## src/rtl/stopwatch_core.sv

```systemverilog
// Start/stop/clear/lap stopwatch that counts tick strobes into sub/sec/min/hour digits.
// The display registers show either the live count or a frozen lap capture.
module stopwatch_core #(
  parameter int TICKS_PER_SEC = 10,
  parameter int SEC_MAX       = 60,
  parameter int MIN_MAX       = 60,
  parameter int HOUR_MAX      = 24
) (
  input  logic       clk,
  input  logic       reset,
  input  logic       tick,
  input  logic       btn_run_stop,
  input  logic       btn_clear,
  input  logic       btn_lap,
  output logic [6:0] disp_sub,
  output logic [5:0] disp_sec,
  output logic [5:0] disp_min,
  output logic [4:0] disp_hour,
  output logic       running,
  output logic       lap_hold,
  output logic       rollover,
  output logic [1:0] dbg_state
);

  typedef enum logic [1:0] {
    S_IDLE = 2'd0,
    S_RUN  = 2'd1,
    S_STOP = 2'd2
  } state_e;

  state_e     state_q, state_d;
  logic [6:0] sub_q, sub_d, lap_sub_q, lap_sub_d, dsub_q, dsub_d;
  logic [5:0] sec_q, sec_d, lap_sec_q, lap_sec_d, dsec_q, dsec_d;
  logic [5:0] min_q, min_d, lap_min_q, lap_min_d, dmin_q, dmin_d;
  logic [4:0] hour_q, hour_d, lap_hour_q, lap_hour_d, dhour_q, dhour_d;
  logic       lap_hold_q, lap_hold_d;
  logic       rollover_q, rollover_d;
  logic       running_q, running_d;

  logic count_en;
  logic sub_wrap, sec_wrap, min_wrap, hour_wrap;

  assign count_en  = tick && (state_q == S_RUN);
  assign sub_wrap  = (sub_q  == 7'(TICKS_PER_SEC - 1));
  assign sec_wrap  = (sec_q  == 6'(SEC_MAX - 1));
  assign min_wrap  = (min_q  == 6'(MIN_MAX - 1));
  assign hour_wrap = (hour_q == 5'(HOUR_MAX - 1));

  always_comb begin
    state_d    = state_q;
    sub_d      = sub_q;
    sec_d      = sec_q;
    min_d      = min_q;
    hour_d     = hour_q;
    lap_sub_d  = lap_sub_q;
    lap_sec_d  = lap_sec_q;
    lap_min_d  = lap_min_q;
    lap_hour_d = lap_hour_q;
    lap_hold_d = lap_hold_q;
    rollover_d = 1'b0;

    // Carry chain: each digit only moves when every lower digit wraps.
    if (count_en) begin
      if (!sub_wrap) begin
        sub_d = sub_q + 7'd1;
      end else begin
        sub_d = '0;
        if (!sec_wrap) begin
          sec_d = sec_q + 6'd1;
        end else begin
          sec_d = '0;
          if (!min_wrap) begin
            min_d = min_q + 6'd1;
          end else begin
            min_d = '0;
            if (!hour_wrap) begin
              hour_d = hour_q + 5'd1;
            end else begin
              hour_d     = '0;
              rollover_d = 1'b1;
            end
          end
        end
      end
    end

    // Lap decisions use the pre-edge state; capture takes post-update live values.
    if (btn_lap) begin
      if (state_q == S_RUN && !lap_hold_q) begin
        lap_sub_d  = sub_d;
        lap_sec_d  = sec_d;
        lap_min_d  = min_d;
        lap_hour_d = hour_d;
        lap_hold_d = 1'b1;
      end else if (lap_hold_q && (state_q == S_RUN || state_q == S_STOP)) begin
        lap_hold_d = 1'b0;
      end
    end

    if (btn_run_stop) begin
      case (state_q)
        S_IDLE:  state_d = S_RUN;
        S_RUN:   state_d = S_STOP;
        S_STOP:  state_d = S_RUN;
        default: state_d = S_IDLE;
      endcase
    end

    if (btn_clear) begin
      state_d    = S_IDLE;
      sub_d      = '0;
      sec_d      = '0;
      min_d      = '0;
      hour_d     = '0;
      lap_sub_d  = '0;
      lap_sec_d  = '0;
      lap_min_d  = '0;
      lap_hour_d = '0;
      lap_hold_d = 1'b0;
      rollover_d = 1'b0;
    end

    running_d = (state_d == S_RUN);
    dsub_d    = lap_hold_d ? lap_sub_d  : sub_d;
    dsec_d    = lap_hold_d ? lap_sec_d  : sec_d;
    dmin_d    = lap_hold_d ? lap_min_d  : min_d;
    dhour_d   = lap_hold_d ? lap_hour_d : hour_d;
  end

  always_ff @(posedge clk or negedge reset) begin
    if (!reset) begin
      state_q    <= S_IDLE;
      sub_q      <= '0;
      sec_q      <= '0;
      min_q      <= '0;
      hour_q     <= '0;
      lap_sub_q  <= '0;
      lap_sec_q  <= '0;
      lap_min_q  <= '0;
      lap_hour_q <= '0;
      lap_hold_q <= 1'b0;
      rollover_q <= 1'b0;
      running_q  <= 1'b0;
      dsub_q     <= '0;
      dsec_q     <= '0;
      dmin_q     <= '0;
      dhour_q    <= '0;
    end else begin
      state_q    <= state_d;
      sub_q      <= sub_d;
      sec_q      <= sec_d;
      min_q      <= min_d;
      hour_q     <= hour_d;
      lap_sub_q  <= lap_sub_d;
      lap_sec_q  <= lap_sec_d;
      lap_min_q  <= lap_min_d;
      lap_hour_q <= lap_hour_d;
      lap_hold_q <= lap_hold_d;
      rollover_q <= rollover_d;
      running_q  <= running_d;
      dsub_q     <= dsub_d;
      dsec_q     <= dsec_d;
      dmin_q     <= dmin_d;
      dhour_q    <= dhour_d;
    end
  end

  assign disp_sub  = dsub_q;
  assign disp_sec  = dsec_q;
  assign disp_min  = dmin_q;
  assign disp_hour = dhour_q;
  assign running   = running_q;
  assign lap_hold  = lap_hold_q;
  assign rollover  = rollover_q;
  assign dbg_state = state_q;

endmodule

```

## config.mk

```make
export PLATFORM = sky130hd
export DESIGN_NAME = stopwatch_core
export DESIGN_NICKNAME = d
export VERILOG_FILES = /design/src/rtl/stopwatch_core.sv
export SDC_FILE = /design/constraint.sdc
export NUM_CORES = 1
export LEC_CHECK = 0
export BUFFER_PORTS_ARGS = -buffer_cell sky130_fd_sc_hd__buf_2
export CORE_ASPECT_RATIO = 1.1
export CORE_MARGIN = 4
export CORE_UTILIZATION = 24
export CTS_BUF_LIST = sky130_fd_sc_hd__clkbuf_4
export DETAILED_ROUTE_END_ITERATION = 8
export PLACE_DENSITY = 0.44
export SLEW_MARGIN = 0
export SYNTH_ARGS = -nofsm -noshare
export SYNTH_HDL_FRONTEND = slang
export SYNTH_SLANG_ARGS = --single-unit
```

## constraint.sdc

```tcl
create_clock -name clk -period 2.5 [get_ports clk]
set_clock_uncertainty 0.1 [all_clocks]
set_input_delay 0.125 -clock clk [delete_from_list [all_inputs] [get_ports clk]]
set_output_delay 0.125 -clock clk [all_outputs]
set_load 0.05 [all_outputs]
```

# Word-level counts from Yosys, hierarchy flattened
# Index checks and enable logic that the tools add are counted.
[op_classes]
n_addsub = 4
n_eq_ne = 7
mux = 47
reduce_logical = 7
[op_table]
columns = ["op", "n"]
rows = [
  ["2-to-1 mux 6 bit", 17],
  ["2-to-1 mux 5 bit", 10],
  ["2-to-1 mux 7 bit", 7],
  ["adder 6 x 1 -> 6 bit, second input constant", 2],
  ["== test 6 bit, second input constant", 2],
  ["2-to-1 mux 1 bit", 10],
  ["adder 7 x 1 -> 7 bit, second input constant", 1],
  ["== test 7 x 4 -> 1 bit, second input constant", 1],
  ["adder 5 x 1 -> 5 bit, second input constant", 1],
  ["== test 5 bit, second input constant", 1],
  ["== test 2 x 1 -> 1 bit, second input constant", 2],
  ["2-to-1 mux 2 bit", 2],
  ["one-hot mux 2 bit (2 select lines)", 1],
  ["logical AND 1 bit", 3],
  ["== test 2 bit, second input constant", 1],
  ["logical NOT 2 bit", 1],
  ["OR reduction 2 bit", 1],
  ["logical NOT 1 bit", 1],
  ["logical OR 1 bit", 1],
]
[word_totals]
ff_bits = 77
out_inout_bits = 29
elab_cells = 81

# Depth between registers and ports, before layout
# Gate-level depths: netlist of the first run.
[depth]
depth_word = 10
depth_mapped = 9

# Worst setup path after synthesis of the first run
# No wires, ideal clock.
[synth_timing]
path_kind = "reg2reg"
from = "register state_q[1] (netlist: dbg_state[1])"
to = "register dsec_q[3] (netlist: disp_sec[3])"
arrival_time_ns = 2.040
slack_ns = 0.274
path_stages_with_launch = 10
path_buffers = 2
period_less_slack_ns = 2.226
path_cell_list = "dfrtp_1 > inv_1 > ha_1 > and4b_1 > and2_1 > buf_4 > buf_6 > a31oi_1 > nor2_1 > nor3_1"
[synth_via]
elab_chain_cells = 8
[synth_lines]
columns = ["element", "line_no", "source"]
rows = [
  ["start: declaration", "31", "state_e state_q, state_d;"],
  ["start signal: assignment", "149", "state_q <= state_d;"],
  ["== test 2 x 1 -> 1 bit or == test 2 bit (tied branches)", "43, 89, 95", ""],
  ["logical OR 1 bit", "95", "end else if (lap_hold_q && (state_q == S_RUN || state_q == S_STOP)) begin"],
  ["logical AND 1 bit", "95", ""],
  ["2-to-1 mux 1 bit", "95", ""],
  ["2-to-1 mux 1 bit", "89", "if (state_q == S_RUN && !lap_hold_q) begin"],
  ["2-to-1 mux 1 bit", "88", "if (btn_lap) begin"],
  ["2-to-1 mux 1 bit", "109", "if (btn_clear) begin"],
  ["2-to-1 mux 6 bit (*)", "125", "dsec_d = lap_hold_d ? lap_sec_d : sec_d;"],
  ["via dsec_d[3]", "33", "logic [5:0] sec_q, sec_d, lap_sec_q, lap_sec_d, dsec_q, dsec_d;"],
  ["end signal: assignment", "162", "dsec_q <= dsec_d;"],
  ["end: declaration", "33", ""],
]
# Mark *: on every way through the listed nets, which the timed path passes. The rest lies on a longest branch.

# Final worst setup path of the first run
[layout_timing]
from = "register state_q[1] (netlist: dbg_state[1])"
to = "register dmin_q[2] (netlist: disp_min[2])"
[layout_via]
elab_chain_cells = 8
[layout_lines]
columns = ["element", "line_no", "source"]
rows = [
  ["== test 2 x 1 -> 1 bit or == test 2 bit (tied branches)", "43, 89, 95", ""],
  ["logical OR 1 bit", "95", ""],
  ["logical AND 1 bit", "95", ""],
  ["2-to-1 mux 1 bit", "95", ""],
  ["2-to-1 mux 1 bit", "89", ""],
  ["2-to-1 mux 1 bit", "88", ""],
  ["2-to-1 mux 1 bit", "109", ""],
  ["2-to-1 mux 6 bit (*)", "126", "dmin_d = lap_hold_d ? lap_min_d : min_d;"],
  ["via dmin_d[2]", "34", "logic [5:0] min_q, min_d, lap_min_q, lap_min_d, dmin_q, dmin_d;"],
  ["end signal: assignment", "163", "dmin_q <= dmin_d;"],
  ["end: declaration", "34", ""],
]
# Marks and branches as above.

==> metrics.txt, run 1 <==
Final Util=28.6%; die area=0.0165 sq mm; gr ovfl total=0; gpl congestion=roughly 0.75; ys async rst share=100%; Vias/cell=~4.5; vias in the first global route=between 2k and 3k; Placed Instances=~540; number of buffers created by CTS=9; most frequent cells in the layout=dfrtp_1, nor2_1, buf_2; maximum vdd drop=roughly 140 uV; hold wc startpoint=tick; Synth Instances=~330; clock slew at reported path FFs=~110 ps; CTS Root Cell=clkbuf_4; reg2reg start=dbg_state[1]; number of flops mapped to enable cells by yosys=0; syn avg cell area=between 10 and 15 sq um; Data arrival, critical path=roughly 2400 ps; layout cells sized above 1=19.0%; DRT Pass-1 Iters=4; clock buffer depth=2; RSZ-0062 raised after global routing=false; syn_nets=around 340; power density cells=between 500 and 600 mW/mm^2; setup TNS=0 ps; area of the multi-input gates=approximately 0.0015 sq mm; r2r worst-path depth=7; endpoints failing hold=0; post-CTS setup buffer count=0; ys flop type=dfrtp_1; Sequential Area=between 0.0015 and 0.002 sq mm; final setup violation count=0; Cell Area, Placed=just under 0.004 sq mm; Slew @ Worst Pin=between 700 and 800 ps; Hold Path Cell Cnt=4; most common cell after layout, fill and taps aside=dfrtp_1; flop-to-flop setup slack=300 ps; RR Endpoint=disp_min[2]; first-pass GRT wire length=between 10 and 15 mm; drt initial violations=around 240; Final Max Tran Viols=0; fin crit share=about nine tenths; IO Pins=35; Initial Util=between 20% and 30%; # nets final=roughly 380; Vias=between 2k and 3k; #FFs+latches synth=between 70 and 80; row count=45; register area share after synthesis=between 50% and 60%; critical path endpoint category=flip-flop; Yosys warnings=0; max frequency=roughly 450 MHz; Post-Syn Area=roughly 0.0035 sq mm; Hold Path Sink=sub_q[2]; Synth cell types=between 40 and 50; Slew Limit Headroom=51.8%; DRT antenna net count=0; crit start category=flip-flop; gr usage total=between 10% and 20%; Layout Cells excl Fill=~560; min-delay worst type=in2reg; Core Region=0.0140 sq mm; initial antenna violation count=1; worst-skew pair later-pin latency=410 ps; max cap viols=0; WL final=around 7.7 mm; pin count of the biggest net entering global routing=43; CTS H-tree depth=3; Setup Crit Path Kind=reg2reg; outcome=finished clean; CTS tree=yes; fill count=around 1.5k; detailed placer's ending HPWL=between 5 and 6 mm; Synth top area share=55.2%; die height=about 130 um; DRC violations left=0; design area=around 0.004 sq mm; Yosys top cell by area=dfrtp_1; wire per inst=around 14 um; Layout area overhead=15.1%; critical-path maximum fanout=8; leakage=roughly 1.9 nW; required time worst endpoint=roughly 2700 ps; Synth area leaders=dfrtp_1, nor2_1, a211oi_1; Die X=123 um; hold slack=approximately 41 ps; PortBufs=34; min cycle time layout=~2200 ps; CTS Sinks=77
## critical path, cell delays in order, from the launching register on
cell and delay, ps:
dfrtp_1 410, inv_1 80, ha_1 210, and4b_1 310
and4_2 400, nand2_1 100, mux2i_1 320, a211oi_1 140
## cell usage after synthesis, types with 5 or more instances
library cell and instances:
clkbuf_1 17, nand2_1 19, xnor2_1 6, nor2_1 67, a211oi_1 30, dfrtp_1 77, a21oi_1 14, nand4_1 5
ha_1 7, and3_1 6, nand3_1 6, a211oi_2 7, mux2i_1 7, nor3_1 12
## repair_timing
action / in CTS / in global routing
hold buffers: 3 / 0
resized for setup: 0 / 1
endpoints found under the hold margin: 81 / 0
setup endpoints to repair: 0 / 1
## cell families after synthesis
group | after synthesis | synth area share [%]
DFF | 77 | 55.2
AOI/OAI and AO/OA | 67 | 14.6
adders and majority gates | 7 | 2.51
muxes | 7 | 2.01
and+or+nand+nor | 142 | 20.6
xor gates and xnor gates | 8 | 2.01
buffers and inverters | 23 | 3.01
## through the flow
stage	total power [mW]	worst slack, ps
2_1_floorplan	1.53	274
3_3_place_gp	1.63	223
3_5_place_dp	1.63	152
4_1_cts	2.22	152
5_1_grt	2.30	93.7
6_report	2.18	297
## final cells by class
| type | count | area share, % |
|---|---|---|
| sequential | 77 | 48.0 |
| multi-input combinational | 231 | 36.5 |
| timing repair buffer | 46 | 7.35 |
| tap | 188 | 5.86 |
| clock buffer | 10 | 1.87 |
| inverter | 3 | 0.280 |
| clock inverter | 1 | 0.0935 |
| antenna | 1 | 0.0623 |
## worst max path at each step
stage / end / cells past startpoint / startpoint
after CTS: disp_min[2] / 7 / dbg_state[1]
after global routing: disp_min[4] / 7 / dbg_state[1]
after global placement: disp_min[2] / 7 / dbg_state[1]
after floorplan: disp_sec[3] / 9 / dbg_state[1]
final: disp_min[2] / 7 / dbg_state[1]
after detailed placement: disp_min[2] / 7 / dbg_state[1]
## routing by layer
| layer | share of wire [%] | vias to the layer above | track usage [%] |
|---|---|---|---|
| li1 | - | 1243 | - |
| met1 | 49 | 1225 | 14.3 |
| met2 | 45 | 38 | 15.0 |
| met3 | 3.8 | 8 | 2.61 |
| met4 | 1.7 | 0 | 4.29 |
| met5 | 0 | - | 0 |
## where the power goes
group          internal (mW)  total (mW)  switching, mW
logic                 0.0828       0.292          0.210
clock network          0.187       0.578          0.391
registers               1.29        1.31         0.0222
total                   1.56        2.18          0.623
(Power assumes the default switching activity.)
==> inputs of run 2 (changes only) <==
RECOVER_POWER = 100   (was default)
==> run 2 against run 1 <==
Against the previous run:
- utilization shrank 0.57 points
- worst hold slack lost 1.2 ps
- global-route usage unchanged
- setup slack got worse by 73 ps
- routed wire length rose by 0.30%
- count of clock-buffer cells in the layout is the same
- clock power about the same
- die area unchanged
- largest power group unchanged
==> metrics.txt, run 2 (synthesized netlist as in run 1, its figures left out) <==
Gate power share=13.0% (-0.4 points); max frequency=439 MHz (-3.2%); layout cells sized above 1=9.24% (-9.8 points); Layout area overhead=12.8%; RSZ-0062 raised after global routing=false; Die X=123 um (unchanged); crit start category=flip-flop; fin crit share=91.0% (+2.9 points); maximum vdd drop=135 uV (-0.49%); sequential cell fraction of total power=60.3% (+0.2 points); final setup violation count=0 (unchanged); first-pass GRT wire length=13.4 mm (unchanged); top sig layer=met4; IO Pins=35 (unchanged); met1 wire length=3.81 mm (+0.55%); gr ovfl total=0 (unchanged); most frequent cells in the layout=dfrtp_1, nor2_1, a211oi_1; initial antenna violation count=1 (unchanged); critical-path maximum fanout=10 (+2); vias in the first global route=2556 (unchanged); power density cells=552 mW/mm^2 (+1.7%); Vias=2511 (-0.12%); Clk pwr share=26.7% (+0.2 points); max cap viols=0 (unchanged); Layout Cells excl Fill=557 (unchanged); WL met3=290 um (-1.4%); Data arrival, critical path=2520 ps (+140 ps); outcome=finished clean; Initial Util=24.9% (unchanged); Pint=1.55 mW (-0.52%); DRC violations left=0 (unchanged); # nets final=381 (unchanged); DRT Pass-1 Iters=4 (unchanged); die height=134 um (unchanged); PortBufs=34 (unchanged); gr usage total=10.3% (unchanged); number of buffers created by CTS=9 (unchanged); row count=45 (unchanged); Core Region=0.0140 sq mm (unchanged); gpl congestion=0.745 (unchanged); min-delay worst type=in2reg; CTS H-tree depth=3 (unchanged); Setup Crit Path Kind=reg2reg; drt initial violations=208 (-12%); worst-skew pair later-pin latency=420 ps (about the same); critical path endpoint category=flip-flop; Slew @ Worst Pin=942 ps (+219 ps); Placed Instances=542 (unchanged); crit path max-delay cell type=dfrtp_1; DRT antenna net count=0 (unchanged); sw power=624 uW (+0.16%); Final Max Tran Viols=0 (unchanged); detailed placer's ending HPWL=5.08 mm (unchanged); most common cell after layout, fill and taps aside=dfrtp_1; die area=0.0165 sq mm (unchanged); leakage=1.72 nW (-7.9%); met2 WL=3.51 mm (-0.26%); setup TNS=0 ps (unchanged); crit path from=dbg_state[0]; fill count=1476 (+1.1%); WL final=7.76 mm (+0.30%); CTS Root Cell=clkbuf_4; pin count of the biggest net entering global routing=43 (unchanged); endpoints failing hold=0 (unchanged); min cycle time layout=2280 ps (+72.9 ps); Sw Share=28.7% (+0.14 points); hold wc startpoint=tick; CTS tree=yes; Slew Limit Headroom=37.2% (-15 points); CTS Sinks=77 (unchanged); Vias/cell=4.51 (-0.12%); clock slew at reported path FFs=110 ps (about the same); reg2reg start=dbg_state[0]; required time worst endpoint=2740 ps (+60 ps); slowest cell delay on critical path=440 ps (+30 ps); wire per inst=13.9 um (+0.30%); CP Cell Sequence=ha_1 > and4b_1 > and2_1 > buf_4 > a211oi_1 > nand2_1 > a21oi_1; clock buffer depth=2 (unchanged)
[run 2: cell count changes in the layout (fill, tap and decap cells not counted), sizes merged]
cell,change
buf,-31
clkbuf,+31
[run 2: repair_timing]
action | in CTS | in global routing
gates resized for setup | 0 | 1
endpoints found under the hold margin | 81 | 0
endpoints found under the setup margin | 0 | 1
hold buffers | 3 | 0
setup buffers | 0 | 0
[run 2: final timing paths]
check / to / slack [ps] / cells past startpoint
setup / recovery: disp_sub[1] / 220 / 7
hold / removal: sub_q[2] / 40 / 4
setup reg to reg: disp_sub[1] / 220 / 7
hold reg to reg: disp_sub[1] / 420 / 2
max in group asynchronous: disp_sub[6] / 1280 / 3
min in group asynchronous: hour_q[3] / 270 / 2
[run 2: critical path: cells and delay by family (launching register included)]
kind	cells	cell delay, ps
adders and majority gates	1	270
buffers and inverters	1	220
DFF	1	440
and+or+nand+nor	3	630
AOI/OAI and AO/OA	2	540
[run 2: final cells by class]
type                            count  area (sq um)  area share, %
Multi-Input combinational cell    231          1430           36.3
Sequential cell                    77          1930           49.0
Timing Repair Buffer               46           254           6.45
Clock buffer                       10          75.1           1.91
Inverter                            3          11.3          0.286
Tap cell                          188           235           5.98
Antenna cell                        1          2.50         0.0636
Clock inverter                      1          3.75         0.0954
[run 2: routing by layer]
layer / vias to the layer above / GRT usage, %
li1: 1245 / -
met1: 1221 / 14.3
met2: 36 / 15.0
met3: 9 / 2.61
met4: 0 / 4.29
met5: - / 0
[run 2: metrics by stage]
| stage | util [%] | power [mW] | hold slack (ps) | instance area (sq um) | setup slack [ps] |
|---|---|---|---|---|---|
| final | 28.1 | 2.17 | 39.6 | 3940 | 224 |
| after global routing | 28.1 | 2.29 | 27.7 | 3940 | 67.4 |
| after CTS | 28.6 | 2.22 | 23.9 | 4010 | 152 |
| after detailed placement | 27.8 | 1.63 | 30.5 | 3900 | 152 |
| after global placement | 27.8 | 1.63 | 22.6 | 3900 | 223 |
| after floorplan | - | 1.53 | -271 | 3490 | 274 |
[run 2: power by group through the flow]
stage	clock, mW	sequential [mW]	combinational, mW
3_5_place_dp	0	1.33	0.296
5_1_grt	0.663	1.32	0.313
2_1_floorplan	0	1.40	0.127
3_3_place_gp	0	1.33	0.292
6_report	0.580	1.31	0.282
4_1_cts	0.611	1.31	0.300
